[src/rtl/reg_wb_queue_pkg.sv]
// Shared register-file geometry and write-back queue defaults.
package reg_wb_queue_pkg;
    localparam int RF_REGISTER_WIDTH  = 32;
    localparam int RF_REG_INDEX_WIDTH = 5;
    localparam int WB_QUEUE_DEPTH     = 4;
endpackage

[src/rtl/reg_wb_queue_bypass_lookup.sv]
// Youngest-match search over the pending write-back entries (built only with WB_BYPASS_EN).
`ifdef WB_BYPASS_EN
module wb_bypass_lookup
    import reg_wb_queue_pkg::*;
#(
    parameter int REGISTER_WIDTH  = RF_REGISTER_WIDTH,
    parameter int REG_INDEX_WIDTH = RF_REG_INDEX_WIDTH,
    parameter int DEPTH           = WB_QUEUE_DEPTH
) (
    input  logic [REG_INDEX_WIDTH-1:0] rd_index_i,
    input  logic [REG_INDEX_WIDTH-1:0] entry_idx_i  [DEPTH],
    input  logic [REGISTER_WIDTH-1:0]  entry_data_i [DEPTH],
    input  logic [DEPTH-1:0]           entry_vld_i,
    input  logic [$clog2(DEPTH)-1:0]   head_i,
    output logic                       hit_o,
    output logic [REGISTER_WIDTH-1:0]  data_o
);
    localparam int PTR_W = $clog2(DEPTH);

    logic [PTR_W-1:0] slot;

    // Walk oldest to youngest so the last match seen is the youngest one.
    always_comb begin
        hit_o  = 1'b0;
        data_o = '0;
        slot   = '0;
        for (int k = 0; k < DEPTH; k++) begin
            slot = head_i + PTR_W'(k);
            if (rd_index_i != '0 && entry_vld_i[slot] && entry_idx_i[slot] == rd_index_i) begin
                hit_o  = 1'b1;
                data_o = entry_data_i[slot];
            end
        end
    end
endmodule
`endif

[src/rtl/reg_wb_queue.sv]
// Write-back queue feeding the register file write port from ALU and load producers.
// Optional pending-write bypass lookup enabled by defining WB_BYPASS_EN.
module reg_wb_queue
    import reg_wb_queue_pkg::*;
#(
    parameter int REGISTER_WIDTH  = RF_REGISTER_WIDTH,
    parameter int REG_INDEX_WIDTH = RF_REG_INDEX_WIDTH,
    parameter int DEPTH           = WB_QUEUE_DEPTH
) (
    input  logic                       clk,
    input  logic                       rst,
    input  logic                       alu_wr_valid,
    input  logic [REG_INDEX_WIDTH-1:0] alu_wr_index,
    input  logic [REGISTER_WIDTH-1:0]  alu_wr_data,
    output logic                       alu_wr_ready,
    input  logic                       ld_wr_valid,
    input  logic [REG_INDEX_WIDTH-1:0] ld_wr_index,
    input  logic [REGISTER_WIDTH-1:0]  ld_wr_data,
    output logic                       ld_wr_ready,
    input  logic [REG_INDEX_WIDTH-1:0] rd_reg_index_1,
    input  logic [REG_INDEX_WIDTH-1:0] rd_reg_index_2,
    output logic                       byp_hit_1,
    output logic [REGISTER_WIDTH-1:0]  byp_data_1,
    output logic                       byp_hit_2,
    output logic [REGISTER_WIDTH-1:0]  byp_data_2,
    output logic                       wr_en,
    output logic [REG_INDEX_WIDTH-1:0] wr_reg_index,
    output logic [REGISTER_WIDTH-1:0]  wr_reg_data,
    output logic                       q_full,
    output logic                       q_empty
);
    localparam int PTR_W = $clog2(DEPTH);
    localparam int CNT_W = PTR_W + 1;

    logic [REG_INDEX_WIDTH-1:0] idx_q  [DEPTH];
    logic [REGISTER_WIDTH-1:0]  data_q [DEPTH];
    logic [DEPTH-1:0]           vld_q, vld_d;
    logic [PTR_W-1:0]           head_q, head_d, tail_q, tail_d;
    logic [PTR_W-1:0]           ld_slot, alu_slot;
    logic [CNT_W-1:0]           count_q, count_d, free;
    logic                       ld_store, alu_store, deq;

    // Space is judged on the registered count only; a same-cycle pop never frees a slot.
    assign free         = CNT_W'(DEPTH) - count_q;
    assign alu_wr_ready = (free >= CNT_W'(1));
    assign ld_wr_ready  = alu_wr_valid ? (free >= CNT_W'(2)) : (free >= CNT_W'(1));

    assign ld_store  = ld_wr_valid && ld_wr_ready && (ld_wr_index != '0);
    assign alu_store = alu_wr_valid && alu_wr_ready && (alu_wr_index != '0);
    assign deq       = (count_q != '0);

    // Load is the older instruction, so it takes the first free slot.
    always_comb begin
        ld_slot  = tail_q;
        alu_slot = tail_q + PTR_W'(ld_store);
        tail_d   = tail_q + PTR_W'(ld_store) + PTR_W'(alu_store);
        head_d   = head_q + PTR_W'(deq);
        count_d  = count_q + CNT_W'(ld_store) + CNT_W'(alu_store) - CNT_W'(deq);
        vld_d    = vld_q;
        if (deq) begin
            vld_d[head_q] = 1'b0;
        end
        if (ld_store) begin
            vld_d[ld_slot] = 1'b1;
        end
        if (alu_store) begin
            vld_d[alu_slot] = 1'b1;
        end
    end

    always_ff @(posedge clk or negedge rst) begin
        if (!rst) begin
            head_q  <= '0;
            tail_q  <= '0;
            count_q <= '0;
            vld_q   <= '0;
        end else begin
            head_q  <= head_d;
            tail_q  <= tail_d;
            count_q <= count_d;
            vld_q   <= vld_d;
        end
    end

    always_ff @(posedge clk) begin
        if (ld_store) begin
            idx_q[ld_slot]  <= ld_wr_index;
            data_q[ld_slot] <= ld_wr_data;
        end
        if (alu_store) begin
            idx_q[alu_slot]  <= alu_wr_index;
            data_q[alu_slot] <= alu_wr_data;
        end
    end

    // Head is presented straight from storage; gated so an empty queue shows zeros.
    assign wr_en        = deq;
    assign wr_reg_index = deq ? idx_q[head_q] : '0;
    assign wr_reg_data  = deq ? data_q[head_q] : '0;
    assign q_empty      = (count_q == '0);
    assign q_full       = (count_q == CNT_W'(DEPTH));

`ifdef WB_BYPASS_EN
    wb_bypass_lookup #(
        .REGISTER_WIDTH (REGISTER_WIDTH),
        .REG_INDEX_WIDTH(REG_INDEX_WIDTH),
        .DEPTH          (DEPTH)
    ) u_byp_1 (
        .rd_index_i  (rd_reg_index_1),
        .entry_idx_i (idx_q),
        .entry_data_i(data_q),
        .entry_vld_i (vld_q),
        .head_i      (head_q),
        .hit_o       (byp_hit_1),
        .data_o      (byp_data_1)
    );

    wb_bypass_lookup #(
        .REGISTER_WIDTH (REGISTER_WIDTH),
        .REG_INDEX_WIDTH(REG_INDEX_WIDTH),
        .DEPTH          (DEPTH)
    ) u_byp_2 (
        .rd_index_i  (rd_reg_index_2),
        .entry_idx_i (idx_q),
        .entry_data_i(data_q),
        .entry_vld_i (vld_q),
        .head_i      (head_q),
        .hit_o       (byp_hit_2),
        .data_o      (byp_data_2)
    );
`else
    logic unused_rd_index;
    assign unused_rd_index = ^{rd_reg_index_1, rd_reg_index_2};
    assign byp_hit_1  = 1'b0;
    assign byp_data_1 = '0;
    assign byp_hit_2  = 1'b0;
    assign byp_data_2 = '0;
`endif
endmodule

[config.mk]
export PLATFORM = sky130hd
export DESIGN_NAME = reg_wb_queue
export DESIGN_NICKNAME = d
export VERILOG_FILES = /design/src/rtl/reg_wb_queue_pkg.sv /design/src/rtl/reg_wb_queue_bypass_lookup.sv /design/src/rtl/reg_wb_queue.sv
export SDC_FILE = /design/constraint.sdc
export NUM_CORES = 1
export LEC_CHECK = 0
export CORE_MARGIN = 3
export CORE_UTILIZATION = 45
export CTS_CLUSTER_SIZE = 10
export DETAILED_ROUTE_END_ITERATION = 10
export DONT_BUFFER_PORTS = 1
export PLACE_DENSITY = 0.63
export REMOVE_ABC_BUFFERS = 1
export SLEW_MARGIN = 20
export SYNTH_ARGS = -nofsm -noshare
export SYNTH_HDL_FRONTEND = slang
export SYNTH_SLANG_ARGS = --single-unit
[constraint.sdc]
create_clock -name clk -period 12.1 [get_ports clk]
set_input_delay 1.21 -clock clk [delete_from_list [all_inputs] [get_ports clk]]
set_output_delay 1.21 -clock clk [all_outputs]
set_load 0.02 [all_outputs]
# ---- Yosys cells after proc, flatten, opt, wreduce, memory -nomap -nowiden
# Memories as Yosys holds them, arrays and structs flattened.
# Cells that the tools add are included.
dict set report totals {
  register_bits 7
  ramBits 148
  inputBits 88
  n_memories 2
}
dict set report classes {
  n_addsub 7
  order_cmp 2
  n_eq_ne 1
  mux 7
  reduce_logical 8
}
# memory words width rd rd_ports_with_merged_regs wr line_no
set memory_table {}
lappend memory_table {data_q 4 32 1 0 2 reg_wb_queue.sv:36} ;# logic [REGISTER_WIDTH-1:0] data_q [DEPTH];
lappend memory_table {idx_q 4 5 1 0 2 reg_wb_queue.sv:35} ;# logic [REG_INDEX_WIDTH-1:0] idx_q [DEPTH];
# cell n
set op_table {}
lappend op_table {{32-bit 2-to-1 mux} 1}
lappend op_table {{5-bit nonzero test} 2}
lappend op_table {{2-bit by 1-bit adder with 2-bit output} 3}
lappend op_table {{3-bit by 1-bit adder with 3-bit output} 2}
lappend op_table {{1-bit 2-to-1 mux} 5}
lappend op_table {{5-bit 2-to-1 mux} 1}
lappend op_table {{1-bit logical AND} 4}
lappend op_table {{3-bit == test, second input constant} 1}
lappend op_table {{3-bit by 1-bit >= comparator with 1-bit output, second input constant} 1}
lappend op_table {{3-bit by 2-bit >= comparator with 1-bit output, second input constant} 1}
lappend op_table {{3-bit logical NOT} 1}
lappend op_table {{3-bit nonzero test} 1}
lappend op_table {{3-bit by 1-bit subtractor with 3-bit output} 1}
lappend op_table {{3-bit subtractor, first input constant} 1}

# ---- Depth between registers and ports, before layout
dict set report depth {
  word_depth 8
  ltp_mapped 13
  mapped_depth_nobuf 12
}

# ---- Worst setup path after synthesis
# Ideal clock, no wire load.
dict set report synth_path {
  kind {input-to-reg}
  start {input port alu_wr_valid}
  end {memory data_q[1][0] (netlist bit), enable pin}
  setup_ns 0.483
  arrival_ns 4.900
  required_time_ns 11.617
  setup_slack_ns 6.717
  stages 4
  n_path_buf 0
  cell_sequence {nor2b_1 o21ai_0 o211ai_1 o21ai_0}
}
# item line_no
set synth_rtl {}
lappend synth_rtl {{start: declaration} reg_wb_queue.sv:12} ;# input logic alu_wr_valid,
lappend synth_rtl {{end: declaration} reg_wb_queue.sv:36}

==> summary.md <==
| Metric | Value |
|---|---|
| Hold WS | `0.4840 ns` |
| Top cell family by delay on the critical path | `buffers and inverters` |
| Synth Area in XOR/XNOR | `0.6124%` |
| Worst reg2reg setup slack | `7.20 ns` |
| CP Class | `input pin to flop` |
| Die width | `144.1 µm` |
| RePlAce Congestion | `0.6914` |
| Total core area | `18,330 µm²` |
| Remaining global-route overflow | `0` |
| Worst VDD drop | `0.1477 mV` |
| Unrepaired setup endpoints after global routing | `no` |
| WP buf/inv | `4` |
| Largest net degree at the start of global routing | `41` |
| Worst r2r src | `count_q[0]` |
| Worst Setup Slack, final | `7.196 ns` |
| Status | `complete, no violations` |
| Synth Area in Compound Gates | `0.6416%` |
| Antenna-violating nets left | `0` |
| Final Util | `49.48%` |
| Post-route minimum period | `4.904 ns` |
| Critical Path Sink Type | `flop` |
| DRC | `0` |
| Gr usage total | `17.77%` |
| Worst setup SP type | `input pin` |
| Placed cell count | `728` |
| Inserted Clock Buffers | `17` |
| Slowest-stage cell, CP | `nor3_4` |
| Antenna violations before repair | `0` |
| Required @ worst endpoint | `12.15 ns` |
| DRT iter0 DRCs | `166` |
| Arr. time, crit path | `4.95 ns` |
| Area contributors post-synth | `edfxtp_1, mux2_2, mux4_2` |
| DR pass1 iterations | `4` |
| Layout area overhead | `5.701%` |
| Port bufs | `0` |
| ANT cells | `0` |
| Synth Area in Adders | `1.779%` |
| Slowest cell delay on critical path | `0.82 ns` |
| Core Rows | `49` |
| Tot Pwr | `2.756 mW` |
| Mapped Cells | `519` |
| Clock Skew | `0.006948 ns` |
| Vias per cell | `5.466` |
| Finished Layout Cells | `757` |
| Most frequent cells in the layout | `edfxtp_1, mux2_2, conb_1, mux2_4` |
| # nets final | `617` |
| Part of the cycle the worst path needs | `40.53%` |
| Postcts setup bufs | `0` |
| Layout cells sized above 1 | `43.75%` |
| Vias | `4,138` |
| Max-cap violation count | `0` |
| Clk_lat worst skew | `0.42 ns` |
| Die Ht | `144.1 µm` |
| Crit path max fanout | `37` |
| Most frequent CP cell | `buf_4` |
| Setup TNS | `0 ns` |
| CTS tree | `built` |
| Place WS | `6.705 ns` |
| CTS max path bufs | `2` |
| Final Hold Vio Count | `0` |
| Reg-to-reg endpoint | `data_q[2][7]` |
| Crit-path cells | `nor2b_1 > o21ai_0 > o211ai_1 > buf_4 > inv_1 > ha_1 > nor3_4 > buf_4 > o21bai_4 > buf_4` |
| Worst-margin pin slew | `1.066 ns` |
| Starting Density | `46.81%` |
| Syn Area/Cell | `16.53 µm²` |
| R2R depth | `13` |
| Finished Cell Area | `9070 µm²` |
| Clk pin slew, worst setup/hold paths | `0.06 ns` |
| Mux share of post-synthesis cell area | `30.80%` |
| CTS sink count | `155` |
| Area fraction of the dominant cell type after synthesis | `51.79%` |
| Synth Area in Simple Gates | `3.806%` |
| Synth warnings | `0` |
| Post-cts sizing count | `0` |
| Hold WC Path Type | `input pin to async pin` |
| Register bit total from synthesis | `155` |
| Io pins | `196` |
| Cell Area, Synth | `8581 µm²` |
| Final setup violation count | `0` |
| Global-route wire length before repair | `27,100 µm` |
| CTS Hold Buffers Added | `0` |
| Most common cell after layout, fill and taps aside | `edfxtp_1` |
| Slew HR | `28.95%` |
| Routed wire length | `17,990 µm` |
| CTS H-tree depth | `4` |
| Die ar. | `20,760 µm²` |
| Routed WL per cell | `23.76 µm` |
| Synth area leader | `edfxtp_1` |
| Sequential area share after synthesis | `53.83%` |
| P_leak | `3.202 nW` |
| Max-slew violations | `0` |
| Power Density | `303.9 nW/µm²` |
| DP HPWL | `10,530 µm` |
| Library cells used by synthesis | `30` |
| Largest family of logic cells by synthesized area | `multiplexers` |
| Vias in the first global route | `4,584` |
| Post-DP Area | `8558 µm²` |
| FMAX | `203.9 MHz` |
| Clk root buf | `clkbuf_16` |
-- power by group --
group	leakage, nW	switching [mW]	total [mW]	internal (mW)
Sequential	1.46	0.128	1.06	0.935
Combinational	1.50	0.704	1.22	0.514
Clock	0.245	0.200	0.476	0.276
Total	3.20	1.03	2.76	1.72
-- cells by family (layout without fill, tap and decap cells) --
kind of cell	Yosys count	after routing
other	1	66
adder cells (fa/ha/maj)	11	11
buffers and inverters	103	47
AO/OA/AOI/OAI	7	7
flip-flops	155	155
XOR/XNOR	6	6
multiplexers	185	185
AND/OR/NAND/NOR	51	51
-- cell usage after synthesis, drive strengths merged --
cell type	number
xnor2	4
dfrtp	7
or4	2
nand2b	2
or4b	1
ha	9
conb	1
clkinv	1
buf	86
nand3	2
fa	2
or2	1
clkbuf	8
o21bai	2
edfxtp	148
nand2	1
nor2b	2
mux2	148
and2	37
o211ai	1
nor3	3
inv	8
xor2	2
o211a	1
mux4	37
o21ai	3
-- cell type report --
cell class	count	area [µm²]
clock buffer	19	432.9
tap	229	286.5
clock inverter	10	78.83
sequential	155	4624
timing repair buffer	9	67.56
inverter	9	35.03
multi-input combinational	326	3545
fill	1539	9261
-- routing by layer --
metal | vias up | wire, µm | GRT usage, %
li1 | 1838 | - | -
met1 | 2133 | 7215 | 20.94
met2 | 154 | 9385 | 31.97
met3 | 13 | 1202 | 5.093
met4 | 0 | 185 | 4.559
met5 | - | 0 | 0
-- how the worst max path moves through the flow --
stage	startpoint	to	slack (ns)	depth (start not counted)
6_report	alu_wr_valid	data_q[2][7]	7.20	10
5_1_grt	count_q[0]	data_q[2][13]	6.90	13
3_5_place_dp	alu_wr_valid	data_q[2][30]	6.70	10
2_1_floorplan	alu_wr_valid	data_q[0][0]	5.99	7
3_3_place_gp	alu_wr_valid	data_q[2][1]	6.74	10
4_1_cts	count_q[0]	data_q[2][13]	7.13	13
-- registers in the layout (all words and copies together) (netlist names) --
register	flops
idx_q	20
head_q	2
data_q	128
ld_slot	2
count_q	3
Note: power is estimated with default switching activity, not from simulation.
==> edit 1, RTL diff (config.mk and constraints unchanged) <==
Change the package constant `RF_REGISTER_WIDTH` from 32 to 48.
--- a/src/rtl/reg_wb_queue_pkg.sv
+++ b/src/rtl/reg_wb_queue_pkg.sv
@@ -1,6 +1,6 @@
 // Shared register-file geometry and write-back queue defaults.
 package reg_wb_queue_pkg;
-    localparam int RF_REGISTER_WIDTH  = 32;
+    localparam int RF_REGISTER_WIDTH  = 48;
     localparam int RF_REG_INDEX_WIDTH = 5;
     localparam int WB_QUEUE_DEPTH     = 4;
 endpackage
Interface: changed (5 resized); port bits go from 196 to 276. No check against the original RTL was run, so the function may have changed too.
==> edit 1 against the unedited design <==
- sequential share of layout area shrank 0.26 points
- first-iteration DRC count up 63%
- sequential cell count is 64 higher
- worst setup slack got worse by 0.75 ns
- sequential power rose by 37%
- clock power up 40%
- total power is 42% higher
- area after synthesis rose by 44%
- final cell count increased by 40%
- routed wire length up 45%
- design area up 42%
- critical endpoint is now data_q[1][34]
==> edit 1: results (changes against the unedited design) <==
Pwr
  – Total power: 3.92 mW (was 2.76 mW)
  – Maximum VDD drop: 0.000174 V (was 0.000148 V)
  – Pleak: 4.62 nW (was 3.20 nW)

Setup path
  – Worst setup startpoint: ld_wr_index[1] (was alu_wr_valid)
  – Worst-path fanout max: 54 (was 37)
  – CP max stage cell: nand3_4 (was nor3_4)
  – Max incr delay on CP: 0.89 ns (was 0.82 ns)
  – Reg2reg setup slack: 6.48 ns (was 7.20 ns)
  – R2r worst-path depth: 12 (was 13)

Placed design
  – Gpl congestion: 0.761 (was 0.691)
  – Placed cells: 1,028 (was 728)
  – Pre-CTS setup slack: 5.78 ns (was 6.70 ns)

Clock network
  – Total CTS buffers: 26 (was 17)
  – H-tree levels: 1 (was 4)
  – Clock sinks: 219 (was 155)
  – Later-pin clock latency in the skew report: 0.53 ns (was 0.42 ns)
  – Clock buffer depth: 3 (was 2)

Finish
  – Area of the multi-input gates: 5090 sq um (was 3540 sq um)
  – Clock buffer count: 30 (was 19)
  – Multi-input gates: 454 (was 326)
  – Top flop regs: data_q: 192 flops, idx_q: 20 flops, count_q: 3 flops (was data_q: 128 flops, idx_q: 20 flops, count_q: 3 flops)
  – Layout cell share with drive strength beyond 1: 43.8% (about the same)
  – Buffer share of cell area: 0.950% (was 0.745%)
  – Signal buffers: 11 (was 9)
  – Clk tree area frac: 5.37% (was 5.64%)
  – Final cell count without fillers: 1,061 (was 757)

Timing
  – Fin crit share: 46.8% (was 40.5%)
  – Clock skew: 0.0187 ns (was 0.00695 ns)
  – Slew margin rel.: 29.3% (was 29.0%)

Run status
  – Status: finished, final reports clean (unchanged)

Synth
  – Post-synthesis compound-gate area fraction: 0.447% (was 0.642%)
  – Synth cell count leaders: 212 x edfxtp_1, 114 x mux2_2, 98 x buf_4, 98 x mux2_4 (was 148 x edfxtp_1, 110 x mux2_2, 68 x buf_4)
  – Mapped Cells: 720 (was 519)
  – Post-synthesis async set-or-reset flop share: 3.20% (was 4.52%)
  – Synth Area in Adders: 1.24% (was 1.78%)
  – Library cells used by synthesis: 31 (was 30)
  – Mux cell area share after synthesis: 32.1% (was 30.8%)
  – XOR/XNOR share of the synthesized area: 0.427% (was 0.612%)
  – Cell area after synthesis: 12,300 sq um (was 8580 sq um)
  – Post-synth EDFFs: 212 (was 148)

Global routing
  – Largest net degree at the start of global routing: 57 (was 41)
  – Vias in the first global route: 6,430 (was 4,584)
  – First-pass GRT wire length: 38,000 microns (was 27,100 microns)

Drt
  – WL/cell: 24.5 microns (was 23.8 microns)
  – Initial detailed-routing violation count: 270 (was 166)
  – Routed vias: 5,817 (was 4,138)
edit 1: how the worst min path moves through the flow:
stage / slack (ns) / from / endpoint
after floorplan: 0.54 / count_q[2] / count_q[2]
after global placement: 0.55 / count_q[2] / count_q[2]
after detailed placement: 0.57 / count_q[2] / count_q[2]
after CTS: 0.34 / rst / count_q[2]
after global routing: 0.34 / rst / count_q[2]
final: 0.37 / rst / count_q[2]
edit 1: metal layers:
layer  up-vias  routed length (microns)  global-route usage (%)
met1      2999                     9270                    19.2
met5         -                        0                       0
met2       222                    13800                    31.5
met3        42                     2380                    6.44
met4         0                      539                    3.99
li1       2554                        -                       -
edit 1: power by group through the flow:
stage | logic [mW] | clock network, mW | registers, mW
after floorplan | 1.39 | 0 | 1.50
after global placement | 1.81 | 0 | 1.44
after detailed placement | 1.85 | 0 | 1.47
after CTS | 1.85 | 0.679 | 1.46
after global routing | 1.93 | 0.711 | 1.49
final | 1.81 | 0.666 | 1.45
==> edit 2, RTL diff (same flow settings) <==
Made on the original files. Reset style: synchronous (`rst`), changed in one clocked block.
--- a/src/rtl/reg_wb_queue.sv
+++ b/src/rtl/reg_wb_queue.sv
@@ -68,7 +68,7 @@
         end
     end
 
-    always_ff @(posedge clk or negedge rst) begin
+    always_ff @(posedge clk) begin
         if (!rst) begin
             head_q  <= '0;
             tail_q  <= '0;
Formal check against the unedited RTL: differs if rst is asserted again (counterexample within 4 cycles, from zero or initial values and one cycle with rst low); with rst held inactive, the same outputs for 4 cycles.
==> edit 2 against the unedited design <==
- final cell count increased by 1.3%
- count of clock-buffer cells in the layout increased by 1
- routed wire length decreased by 0.85%
- non-clock buffer count increased by 1
- worst setup slack improved by 0.94 ns
- design area increased by 0.92%
- sequential cell count unchanged
- area after synthesis about the same
- total power decreased by 10%
- core utilization increased by 0.46 points
==> edit 2: results (changes against the unedited design) <==
Run status
  – Status: finished, final reports clean (unchanged)

Finish
  – Ant. Diodes: 0 (unchanged)
  – Most flops, register: data_q (unchanged)
  – Filler Cell Count: 1,552 (was 1,539)
  – Top flop regs: data_q: 128 flops, idx_q: 20 flops, count_q: 3 flops (unchanged)
  – Area of the multi-input gates: 3590 sq um (was 3540 sq um)
  – Nets@finish: 624 (was 617)
  – Layout cell share with drive strength beyond 1: 44.1% (was 43.8%)

Global routing
  – First-pass GRT wire length: 26,800 microns (was 27,100 microns)
  – Vias in the first global route: 4,676 (was 4,584)
  – Largest net degree at the start of global routing: 41 (unchanged)
  – GRT Total Usage: 17.5% (was 17.8%)
  – Antenna violations before repair: 0 (unchanged)

Synth
  – Synth cell count leaders: 148 x edfxtp_1, 110 x mux2_2, 68 x buf_4 (unchanged)
  – Synth area leaders: edfxtp_1 52%, mux2_2 14%, mux4_2 9.7% (unchanged)
  – Post-synth EDFFs: 148 (unchanged)
  – Yosys warns: 0 (unchanged)
  – Register area share after synthesis: 53.4% (was 53.8%)
  – Post-synthesis async set-or-reset flop share: 0% (was 4.52%)
  – Library cells used by synthesis: 31 (was 30)

Setup path
  – Max incr delay on CP: 0.64 ns (was 0.82 ns)
  – Critical path arrival: 4.12 ns (was 4.95 ns)
  – Crit-path leading delay family: buffers and inverters (unchanged)
  – CP max stage cell: buf_4 (was nor3_4)
  – Worst-path fanout max: 37 (unchanged)

Min path
  – Hold WC Path Type: reg2reg (was in2async)

Pwr
  – Pleak: 3.21 nW (was 3.20 nW)
  – Maximum VDD drop: 0.000162 V (was 0.000148 V)

Placed design
  – Gpl congestion: 0.724 (was 0.691)
  – Placed instance area: 8570 sq um (was 8560 sq um)
  – Port-buffer cells: 0 (unchanged)
  – Post-DP HPWL: 10,600 microns (was 10,500 microns)

Clock network
  – Post-CTS Setup Repair Bufs: 0 (unchanged)
  – H-tree levels: 4 (unchanged)
  – CTS clk-pin slew, worst paths: 0.06 ns (about the same)
  – Cts repair resizes: 0 (unchanged)
  – Total CTS buffers: 17 (unchanged)
  – Clock buffer depth: 2 (unchanged)
  – Root Buffer: clkbuf_16 (unchanged)
  – Later-pin clock latency in the skew report: 0.41 ns

Timing
  – Worst Tran Pin Value: 0.852 ns (was 1.07 ns)
  – Clock skew: 0.00627 ns (was 0.00695 ns)

Drt
  – Vias per cell: 5.45 (was 5.47)
  – DRT Pass-1 Iters: 4 (unchanged)
  – Initial detailed-routing violation count: 187 (was 166)
  – WL/cell: 23.3 microns (was 23.8 microns)
==> edit 2: through the flow <==
step | instances | worst slack, ns
2_1_floorplan | 496 | 5.99
3_3_place_gp | 735 | 7.77
3_5_place_dp | 735 | 7.68
4_1_cts | 767 | 8.10
5_1_grt | 767 | 7.92
6_report | 767 | 8.14
==> edit 2: path summary, 6_finish.rpt <==
path,startpoint,to,slack (ns),cells past startpoint
setup reg to reg,count_q[0],data_q[0][3],8.14,12
hold / removal,count_q[2],count_q[2],0.65,3
setup / recovery,alu_wr_valid,data_q[0][3],8.14,9
hold reg to reg,count_q[2],count_q[2],0.65,3
==> edit 2: logic make-up after synthesis <==
family	share of synthesized area, %
buffers and inverters	8.44
flip-flops	53.4
adder cells (fa/ha/maj)	1.78
XOR/XNOR	0.612
AND/OR/NAND/NOR	4.31
multiplexers	30.8
other	0.0437
AO/OA/AOI/OAI	0.641
==> edit 2: power by group <==
group	switching, mW	internal [mW]	total [mW]
clock	0.206	0.323	0.529
combinational	0.601	0.425	1.03
sequential	0.0738	0.844	0.918
==> edit 2: layout make-up <==
type                       count  share of cell area [%]
sequential                   155                    50.1
multi-input combinational    333                    39.2
clock buffer                  20                    4.77
tap                          229                    3.13
clock inverter                12                    1.60
timing repair buffer          10                   0.820
inverter                       8                   0.342
==> edit 2: metal layers <==
metal / vias up / share of wire [%] / GRT usage [%]
met4: 0 / 0.86 / 4.52
met1: 2174 / 39 / 20.2
met5: - / 0 / 0
met2: 124 / 54 / 31.4
li1: 1874 / - / -
met3: 8 / 6.5 / 5.59
==> edit 2: worst reg2reg max path, cell delays in order (launching register included) <==
cell,delay [ns]
dfxtp_1,0.38
inv_1,0.12
ha_1,0.24
ha_1,0.29
nor2b_1,0.12
o21ai_0,0.29
o211ai_1,0.24
buf_4,0.24
inv_1,0.07
ha_1,0.40
nor3_4,0.23
buf_4,0.64
mux2_2,0.44
